## src/rtl/fp_compose80.sv

```systemverilog
// ============================================================================
// Module   : fp_compose80
// Purpose  : Normalises, rounds and packs an extended-precision intermediate
//            (sign, 17-bit signed biased exponent, 68-bit mantissa with
//            guard/round/sticky) into an 80-bit x87-style result with flags.
// Revision : 1.0  initial release
// ============================================================================
`default_nettype none

module fp_compose80 (
  input  logic        clk,
  input  logic        rst,
  input  logic        ce,
  input  logic        in_valid,
  output logic        in_ready,
  input  logic        in_sgn,
  input  logic [16:0] in_exp,
  input  logic [67:0] in_man,
  input  logic        in_inf,
  input  logic        in_nan,
  input  logic        in_snan,
  input  logic [2:0]  rm,
  output logic        out_valid,
  input  logic        out_ready,
  output logic [79:0] o,
  output logic        overflow,
  output logic        underflow,
  output logic        inexact,
  output logic        invalid
);

  typedef enum logic [2:0] {
    S_IDLE = 3'd0,
    S_LSH  = 3'd1,
    S_RSH  = 3'd2,
    S_RND  = 3'd3,
    S_DONE = 3'd4
  } state_t;

  // Exponent is carried at 18 bits so the rounding increment of the largest
  // 17-bit input exponent cannot wrap.
  localparam logic signed [17:0] EXP_ONE   = 18'sd1;
  localparam logic signed [17:0] EXP_EIGHT = 18'sd8;
  localparam logic signed [17:0] EXP_RSH8  = -18'sd7;
  localparam logic signed [17:0] EXP_FLUSH = -18'sd70;
  localparam logic signed [17:0] EXP_OVF   = 18'sd32767;
  localparam logic [14:0]        ENC_INF   = 15'h7FFF;
  localparam logic [14:0]        ENC_MAXF  = 15'h7FFE;
  localparam logic [63:0]        SIG_QNAN  = 64'h8000_0000_0000_0000;
  localparam logic [63:0]        SIG_MAXF  = 64'hFFFF_FFFF_FFFF_FFFF;

  state_t             r_state, w_state_nxt;
  logic               r_sgn, w_sgn_nxt;
  logic signed [17:0] r_exp, w_exp_nxt;
  logic [67:0]        r_man, w_man_nxt;
  logic [2:0]         r_rm, w_rm_nxt;
  logic [79:0]        r_o, w_o_nxt;
  logic               r_ovf, w_ovf_nxt;
  logic               r_unf, w_unf_nxt;
  logic               r_inx, w_inx_nxt;
  logic               r_inv, w_inv_nxt;

  logic signed [17:0] w_in_exp;
  assign w_in_exp = {in_exp[16], in_exp};

  // Rounding datapath: evaluated from the registered operand, used in RND.
  logic               w_lsb, w_g, w_r, w_s, w_inc, w_to_inf;
  logic [65:0]        w_sum;
  logic [64:0]        w_rman;
  logic signed [17:0] w_rexp;
  logic [79:0]        w_rnd_o;
  logic               w_rnd_ovf, w_rnd_unf, w_rnd_inx;

  // Round the 65-bit significand, renormalise a carry-out, then encode or saturate.
  always_comb begin
    w_lsb = r_man[3];
    w_g   = r_man[2];
    w_r   = r_man[1];
    w_s   = r_man[0];
    w_inc = 1'b0;
    case (r_rm)
      3'd1:    w_inc = 1'b0;
      3'd2:    w_inc = r_sgn & (w_g | w_r | w_s);
      3'd3:    w_inc = ~r_sgn & (w_g | w_r | w_s);
      3'd4:    w_inc = w_g;
      default: w_inc = w_g & (w_r | w_s | w_lsb);
    endcase

    w_sum = {1'b0, r_man[67:3]} + {65'd0, w_inc};
    if (w_sum[65]) begin
      w_rman = w_sum[65:1];
      w_rexp = r_exp + EXP_ONE;
    end else begin
      w_rman = w_sum[64:0];
      w_rexp = r_exp;
    end

    // Overflow saturates toward infinity only when the mode rounds away from zero.
    w_to_inf = 1'b1;
    case (r_rm)
      3'd1:    w_to_inf = 1'b0;
      3'd2:    w_to_inf = r_sgn;
      3'd3:    w_to_inf = ~r_sgn;
      default: w_to_inf = 1'b1;
    endcase

    w_rnd_o   = '0;
    w_rnd_ovf = 1'b0;
    w_rnd_unf = 1'b0;
    w_rnd_inx = w_g | w_r | w_s;
    if (w_rexp >= EXP_OVF) begin
      w_rnd_ovf = 1'b1;
      w_rnd_inx = 1'b1;
      if (w_to_inf) begin
        w_rnd_o = {r_sgn, ENC_INF, 64'd0};
      end else begin
        w_rnd_o = {r_sgn, ENC_MAXF, SIG_MAXF};
      end
    end else begin
      // A subnormal (exp 1) that rounds into the hidden bit encodes exp 1 directly.
      w_rnd_o   = {r_sgn, (w_rman[64] ? w_rexp[14:0] : 15'd0), w_rman[63:0]};
      w_rnd_unf = ~r_man[67] & (w_g | w_r | w_s);
    end
  end

  // Next-state, normalisation shifts and result capture on entry to DONE.
  always_comb begin
    w_state_nxt = r_state;
    w_sgn_nxt   = r_sgn;
    w_exp_nxt   = r_exp;
    w_man_nxt   = r_man;
    w_rm_nxt    = r_rm;
    w_o_nxt     = r_o;
    w_ovf_nxt   = r_ovf;
    w_unf_nxt   = r_unf;
    w_inx_nxt   = r_inx;
    w_inv_nxt   = r_inv;

    case (r_state)
      S_IDLE: begin
        if (in_valid) begin
          w_sgn_nxt = in_sgn;
          w_exp_nxt = w_in_exp;
          w_man_nxt = in_man;
          w_rm_nxt  = rm;
          // Special values resolve in the accepting cycle straight from the inputs.
          if (in_nan) begin
            w_o_nxt     = {in_sgn, ENC_INF, SIG_QNAN};
            w_ovf_nxt   = 1'b0;
            w_unf_nxt   = 1'b0;
            w_inx_nxt   = 1'b0;
            w_inv_nxt   = in_snan;
            w_state_nxt = S_DONE;
          end else if (in_inf) begin
            w_o_nxt     = {in_sgn, ENC_INF, 64'd0};
            w_ovf_nxt   = 1'b0;
            w_unf_nxt   = 1'b0;
            w_inx_nxt   = 1'b0;
            w_inv_nxt   = 1'b0;
            w_state_nxt = S_DONE;
          end else if (in_man == 68'd0) begin
            w_o_nxt     = {in_sgn, 79'd0};
            w_ovf_nxt   = 1'b0;
            w_unf_nxt   = 1'b0;
            w_inx_nxt   = 1'b0;
            w_inv_nxt   = 1'b0;
            w_state_nxt = S_DONE;
          end else if (w_in_exp < EXP_ONE) begin
            w_state_nxt = S_RSH;
          end else if (!in_man[67] && (w_in_exp > EXP_ONE)) begin
            w_state_nxt = S_LSH;
          end else begin
            w_state_nxt = S_RND;
          end
        end
      end

      S_LSH: begin
        // Byte steps while the top byte is empty and exponent headroom allows.
        if ((r_man[67:60] == 8'd0) && (r_exp > EXP_EIGHT)) begin
          w_man_nxt = {r_man[59:0], 8'd0};
          w_exp_nxt = r_exp - EXP_EIGHT;
        end else begin
          w_man_nxt = {r_man[66:0], 1'b0};
          w_exp_nxt = r_exp - EXP_ONE;
        end
        if (w_man_nxt[67] || (w_exp_nxt == EXP_ONE)) begin
          w_state_nxt = S_RND;
        end
      end

      S_RSH: begin
        // Very small exponents collapse to a pure sticky bit in one step.
        if (r_exp <= EXP_FLUSH) begin
          w_man_nxt = {67'd0, |r_man};
          w_exp_nxt = EXP_ONE;
        end else if (r_exp < EXP_RSH8) begin
          w_man_nxt = {8'd0, r_man[67:9], r_man[8] | (|r_man[7:0])};
          w_exp_nxt = r_exp + EXP_EIGHT;
        end else begin
          w_man_nxt = {1'b0, r_man[67:2], r_man[1] | r_man[0]};
          w_exp_nxt = r_exp + EXP_ONE;
        end
        if (w_exp_nxt == EXP_ONE) begin
          w_state_nxt = S_RND;
        end
      end

      S_RND: begin
        w_o_nxt     = w_rnd_o;
        w_ovf_nxt   = w_rnd_ovf;
        w_unf_nxt   = w_rnd_unf;
        w_inx_nxt   = w_rnd_inx;
        w_inv_nxt   = 1'b0;
        w_state_nxt = S_DONE;
      end

      S_DONE: begin
        if (out_ready) begin
          w_state_nxt = S_IDLE;
        end
      end

      default: w_state_nxt = S_IDLE;
    endcase
  end

  // State and datapath registers; reset wins over the clock enable.
  always_ff @(posedge clk) begin
    if (rst) begin
      r_state <= S_IDLE;
      r_sgn   <= 1'b0;
      r_exp   <= '0;
      r_man   <= '0;
      r_rm    <= '0;
      r_o     <= '0;
      r_ovf   <= 1'b0;
      r_unf   <= 1'b0;
      r_inx   <= 1'b0;
      r_inv   <= 1'b0;
    end else if (ce) begin
      r_state <= w_state_nxt;
      r_sgn   <= w_sgn_nxt;
      r_exp   <= w_exp_nxt;
      r_man   <= w_man_nxt;
      r_rm    <= w_rm_nxt;
      r_o     <= w_o_nxt;
      r_ovf   <= w_ovf_nxt;
      r_unf   <= w_unf_nxt;
      r_inx   <= w_inx_nxt;
      r_inv   <= w_inv_nxt;
    end
  end

  assign in_ready  = (r_state == S_IDLE) & ce;
  assign out_valid = (r_state == S_DONE);
  assign o         = r_o;
  assign overflow  = r_ovf;
  assign underflow = r_unf;
  assign inexact   = r_inx;
  assign invalid   = r_inv;

endmodule

`default_nettype wire

```

## config.mk

```make
export PLATFORM = sky130hd
export DESIGN_NAME = fp_compose80
export DESIGN_NICKNAME = d
export VERILOG_FILES = /design/src/rtl/fp_compose80.sv
export SDC_FILE = /design/constraint.sdc
export NUM_CORES = 1
export LEC_CHECK = 0
export ABC_AREA = 1
export BUFFER_PORTS_ARGS = -buffer_cell sky130_fd_sc_hd__buf_2
export CAP_MARGIN = 15
export CELL_PAD_IN_SITES_DETAIL_PLACEMENT = 1
export CELL_PAD_IN_SITES_GLOBAL_PLACEMENT = 1
export CORE_ASPECT_RATIO = 1.4
export CORE_MARGIN = 2
export CORE_UTILIZATION = 35
export CTS_BUF_LIST = sky130_fd_sc_hd__clkbuf_2
export DETAILED_ROUTE_END_ITERATION = 10
export PLACE_DENSITY = 0.76
export SYNTH_ARGS = -nofsm -noshare
export SYNTH_HDL_FRONTEND = slang
export SYNTH_SLANG_ARGS = --single-unit
```

## constraint.sdc

```tcl
create_clock -name clk -period 3.95 [get_ports clk]
set_input_delay 0.79 -clock clk [delete_from_list [all_inputs] [get_ports clk]]
set_output_delay 0.79 -clock clk [all_outputs]
set_load 0.1 [all_outputs]
```

==> metrics.csv <==
stage,metric,value,unit
status,outcome,completed,
clocking,clock insertion delay at the later pin of the skew report,1.02,ns
clocking,CTS sink count,177,
logic_synthesis,count of different cell masters after synthesis,51,
logic_synthesis,main area contributors after synthesis,"sky130_fd_sc_hd__dfxtp_1, sky130_fd_sc_hd__nand2_1, sky130_fd_sc_hd__a21oi_1",
logic_synthesis,commonest cells in the synthesized netlist,"sky130_fd_sc_hd__nand2_1, sky130_fd_sc_hd__a21oi_1, sky130_fd_sc_hd__inv_1",
clocking,register clock-pin slew on the reported worst setup and hold paths,0.31,ns
sta,final count of negative-setup-slack endpoints,0,
power_and_ir_drop,power density over the cells,446,nW/um^2
worst_setup_path,slack of the worst reg-to-reg path,0.22,ns
floorplan,placeable core region,41300,sq um
power_and_ir_drop,fraction of power consumed by combinational cells,53.8,%
logic_synthesis,Yosys top cell area share,24.2,%
logic_synthesis,most used flip-flop cell after synthesis,sky130_fd_sc_hd__dfxtp_1,
power_and_ir_drop,worst voltage drop across the vdd grid,227,uV
placed_design,HPWL after detailed placement,57000,um
floorplan,die boundary width,177,um
final_layout,# nets final,2666,
power_and_ir_drop,static leakage,7.38,nW
sta,part of the cycle the worst path needs,94.4,%
logic_synthesis,proportion of synthesized flip-flops having asynchronous set or reset,0,%
grt,residual overflow from global routing,0,
grt,largest net degree at the start of global routing,113,
logic_synthesis,Post-Syn Nets,2535,
logic_synthesis,most common cell in the synthesized netlist,sky130_fd_sc_hd__nand2_1,
logic_synthesis,gate count of the mapped netlist,2429,
worst_setup_path,Setup crit start,r_man[0],
sta,worst relative slew slack,24.4,%
routing,wire per inst,23.8,um
power_and_ir_drop,Power Total,7.44,mW
worst_setup_path,maximum fanout along the worst path,6,
floorplan,Die Span Y,246,um
sta,pins over their slew limit,0,
worst_setup_path,WS Path Type,flop to flop,
routing,overall routed net length,74100,um
grt,global-route wire length before repair,109000,um
worst_setup_path,data required time at the worst endpoint,4.92,ns
final_layout,share of final-layout standard cells stronger than drive strength 1,15.2,%
routing,ratio of routed vias to standard cells,5.89,
final_layout,synthesis-to-layout area growth,13.8,%
grt,via count of the first global-routing pass,18400,
floorplan,initial cell density of the core,35.5,%
routing,drt initial violations,1300,
floorplan,top-level I/O count,183,
worst_setup_path,kind of start point of the critical path,flop,
clocking,maximum root-to-sink buffer count,2,
routing,overall via count from detail_route,18400,
placed_design,cell area after placement,16200,sq um
power_and_ir_drop,internal cell power,3.36,mW
grt,GRT Resource Usage Total,33.3,%
worst_hold_path,Min-Delay Path Class,input pin to flop,
routing,detailed-routing iteration count for the pre-antenna-repair pass,5,
sta,Post-Route Setup TNS,0,ns
worst_setup_path,number of cells on the worst reg-to-reg path,22,
power_and_ir_drop,Reg power frac,31.4,%
worst_setup_path,arrival time of data at the critical path endpoint,4.70,ns
logic_synthesis,number of flip-flops and latches in the synthesized netlist,177,
placed_design,total instance count after detailed placement,3069,
worst_setup_path,element type at the critical path end,flop,
clocking,htree depth,4,
worst_setup_path,capture point of the worst reg-to-reg path,o[63],
worst_setup_path,reg-to-reg startpoint,r_man[0],
power_and_ir_drop,proportion of total power due to net switching,54.8,%
final_layout,"final std cell area, no fill",16700,sq um
power_and_ir_drop,fraction of power consumed by the clock network,14.9,%
clocking,CTS tree,yes,
sta,Max Clock Skew,0.0510,ns
logic_synthesis,number of enable flip-flop cells after synthesis,0,
grt,initial antenna violation count,2,
sta,slew at the pin with the worst max-slew slack,1.13,ns
final_layout,fin cells,3116,
logic_synthesis,top cell type by total area after synthesis,sky130_fd_sc_hd__dfxtp_1,
run,max-cap check violation count,0,
floorplan,die outline area,43600,sq um
logic_synthesis,total standard cell area after synthesis,14700,sq um
power_and_ir_drop,net switching power of the design,4.07,mW
sta,count of endpoints failing hold in the final timing report,0,
sta,Final Worst Setup Slack,0.223,ns
placed_design,gp weighted congestion,1.02,
routing,number of remaining DRC errors,0,
sta,final critical-path required period,3.73,ns
sta,Max Clk Rate,268,MHz
logic_synthesis,sequential fraction of the synthesis area,24.2,%
placed_design,count of port buffers added during placement,182,
clocking,number of buffers created by CTS,17,
floorplan,row count,88,
clocking,clock tree root buffer cell,sky130_fd_sc_hd__clkbuf_2,
logic_synthesis,synthesized area per cell,6.04,sq um
logic_synthesis,total number of yosys warnings,0,
placed_design,setup slack after placement,0.0759,ns
worst_setup_path,CP Capture Point,o[63],
routing,number of antenna-violating nets in the routed design,0,
stage by stage:
| step | hold WS (ns) | utilization, % |
|---|---|---|
| detailed placement | 0.452 | 39.3 |
| global route | 0.00466 | 40.4 |
| floorplan | 0.467 | - |
| global placement | 0.452 | 39.3 |
| finish | 0.0577 | 40.4 |
| CTS | 0.00815 | 40.0 |
flip-flops by register name, summed over array words and instances (netlist names), 3 cells and up:
name and count:
o 80, r_state 3, r_rm 3, r_man 68
r_exp 18
timing repair:
item                                    in CTS  in global routing
hold endpoints to repair                     2                  0
gates resized for setup                      0                 16
hold buffers                                 3                  0
buffers inserted                             0                  8
endpoints found under the setup margin       0                 79
layout by cell type, fill, tap and decap left out, drive strengths merged, types with 2 or more instances in the layout:
cell	n
dlygate4sd3	3
o211ai	98
inv	254
o221ai	15
a31oi	8
a32oi	4
clkbuf	19
a211oi	8
clkinvlp	2
nor3	49
xor2	72
nor4	23
diode	3
o21bai	2
and2	3
buf	282
clkinv	10
nand3	164
a21oi	243
o21ai	174
nor2	198
ha	9
or2	14
o22ai	2
nand3b	4
nand2	586
o31ai	2
nand4	125
dfxtp	177
a22oi	2
a221oi	7
a41oi	7
logic make-up (layout without fill, tap and decap cells):
logic type,count (synthesis),after routing,share of synthesized area [%]
AOI/OAI and AO/OA,575,575,22.6
xor gates and xnor gates,72,72,4.30
adders and majority gates,9,9,0.768
buffers and inverters,427,571,12.2
DFF,177,177,24.2
muxes,1,1,0.0683
other,0,3,0
and+or+nand+nor,1168,1168,35.9
per-layer routing:
layer | global-route usage (%) | up-vias | part of all wire (%)
met4 | 25.6 | 0 | 8.4
met5 | 0 | - | 0
met1 | 35.5 | 8928 | 37
li1 | - | 8498 | -
met3 | 3.94 | 247 | 4.4
met2 | 59.4 | 677 | 51
cell type report:
type                    instances  area [sq um]
diodes                          3          7.51
multi-input cells            1825          9430
flip-flops and latches        177          3540
clock inverters                14           168
fillers                      5699         24600
inverters                     253           951
repair buffers                286          1820
well taps                     540           676
clock buffers                  18          90.1
power by group through the flow:
stage	logic [mW]	registers, mW	clock network [mW]
6_report	4.00	2.33	1.11
3_3_place_gp	3.80	2.35	0
4_1_cts	3.90	2.32	1.13
5_1_grt	4.31	2.34	1.20
3_5_place_dp	3.88	2.35	0
2_1_floorplan	2.47	2.39	0
critical path, cell delays in order (launching register included):
cell and delay, ns:
sky130_fd_sc_hd__dfxtp_1 0.46, sky130_fd_sc_hd__nor2_1 0.07, sky130_fd_sc_hd__inv_1 0.12, sky130_fd_sc_hd__nor2_1 0.08
sky130_fd_sc_hd__a21oi_1 0.13, sky130_fd_sc_hd__a21oi_1 0.06, sky130_fd_sc_hd__o31ai_1 0.10, sky130_fd_sc_hd__ha_2 0.27
sky130_fd_sc_hd__inv_2 0.05, sky130_fd_sc_hd__nor2_4 0.17, sky130_fd_sc_hd__nand3_4 0.13, sky130_fd_sc_hd__nor3_1 0.22
sky130_fd_sc_hd__buf_4 0.18, sky130_fd_sc_hd__nand3_1 0.14, sky130_fd_sc_hd__inv_1 0.20, sky130_fd_sc_hd__nand3_1 0.14
sky130_fd_sc_hd__nor2_1 0.33, sky130_fd_sc_hd__nand4_1 0.15, sky130_fd_sc_hd__xor2_1 0.17, sky130_fd_sc_hd__buf_4 0.17
sky130_fd_sc_hd__nand3_1 0.08, sky130_fd_sc_hd__nand3_1 0.11, sky130_fd_sc_hd__a21oi_1 0.16
worst min path at each step:
stage / start / slack (ns) / depth (start not counted) / end
finish: rm[1] / 0.06 / 3 / r_rm[1]
global route: rm[1] / 0.005 / 3 / r_rm[1]
CTS: rm[1] / 0.008 / 3 / r_rm[1]
detailed placement: o[2] / 0.45 / 2 / o[2]
global placement: o[25] / 0.45 / 2 / o[25]
floorplan: r_rm[1] / 0.47 / 2 / r_rm[1]
Note: power is estimated with default switching activity, not from simulation.
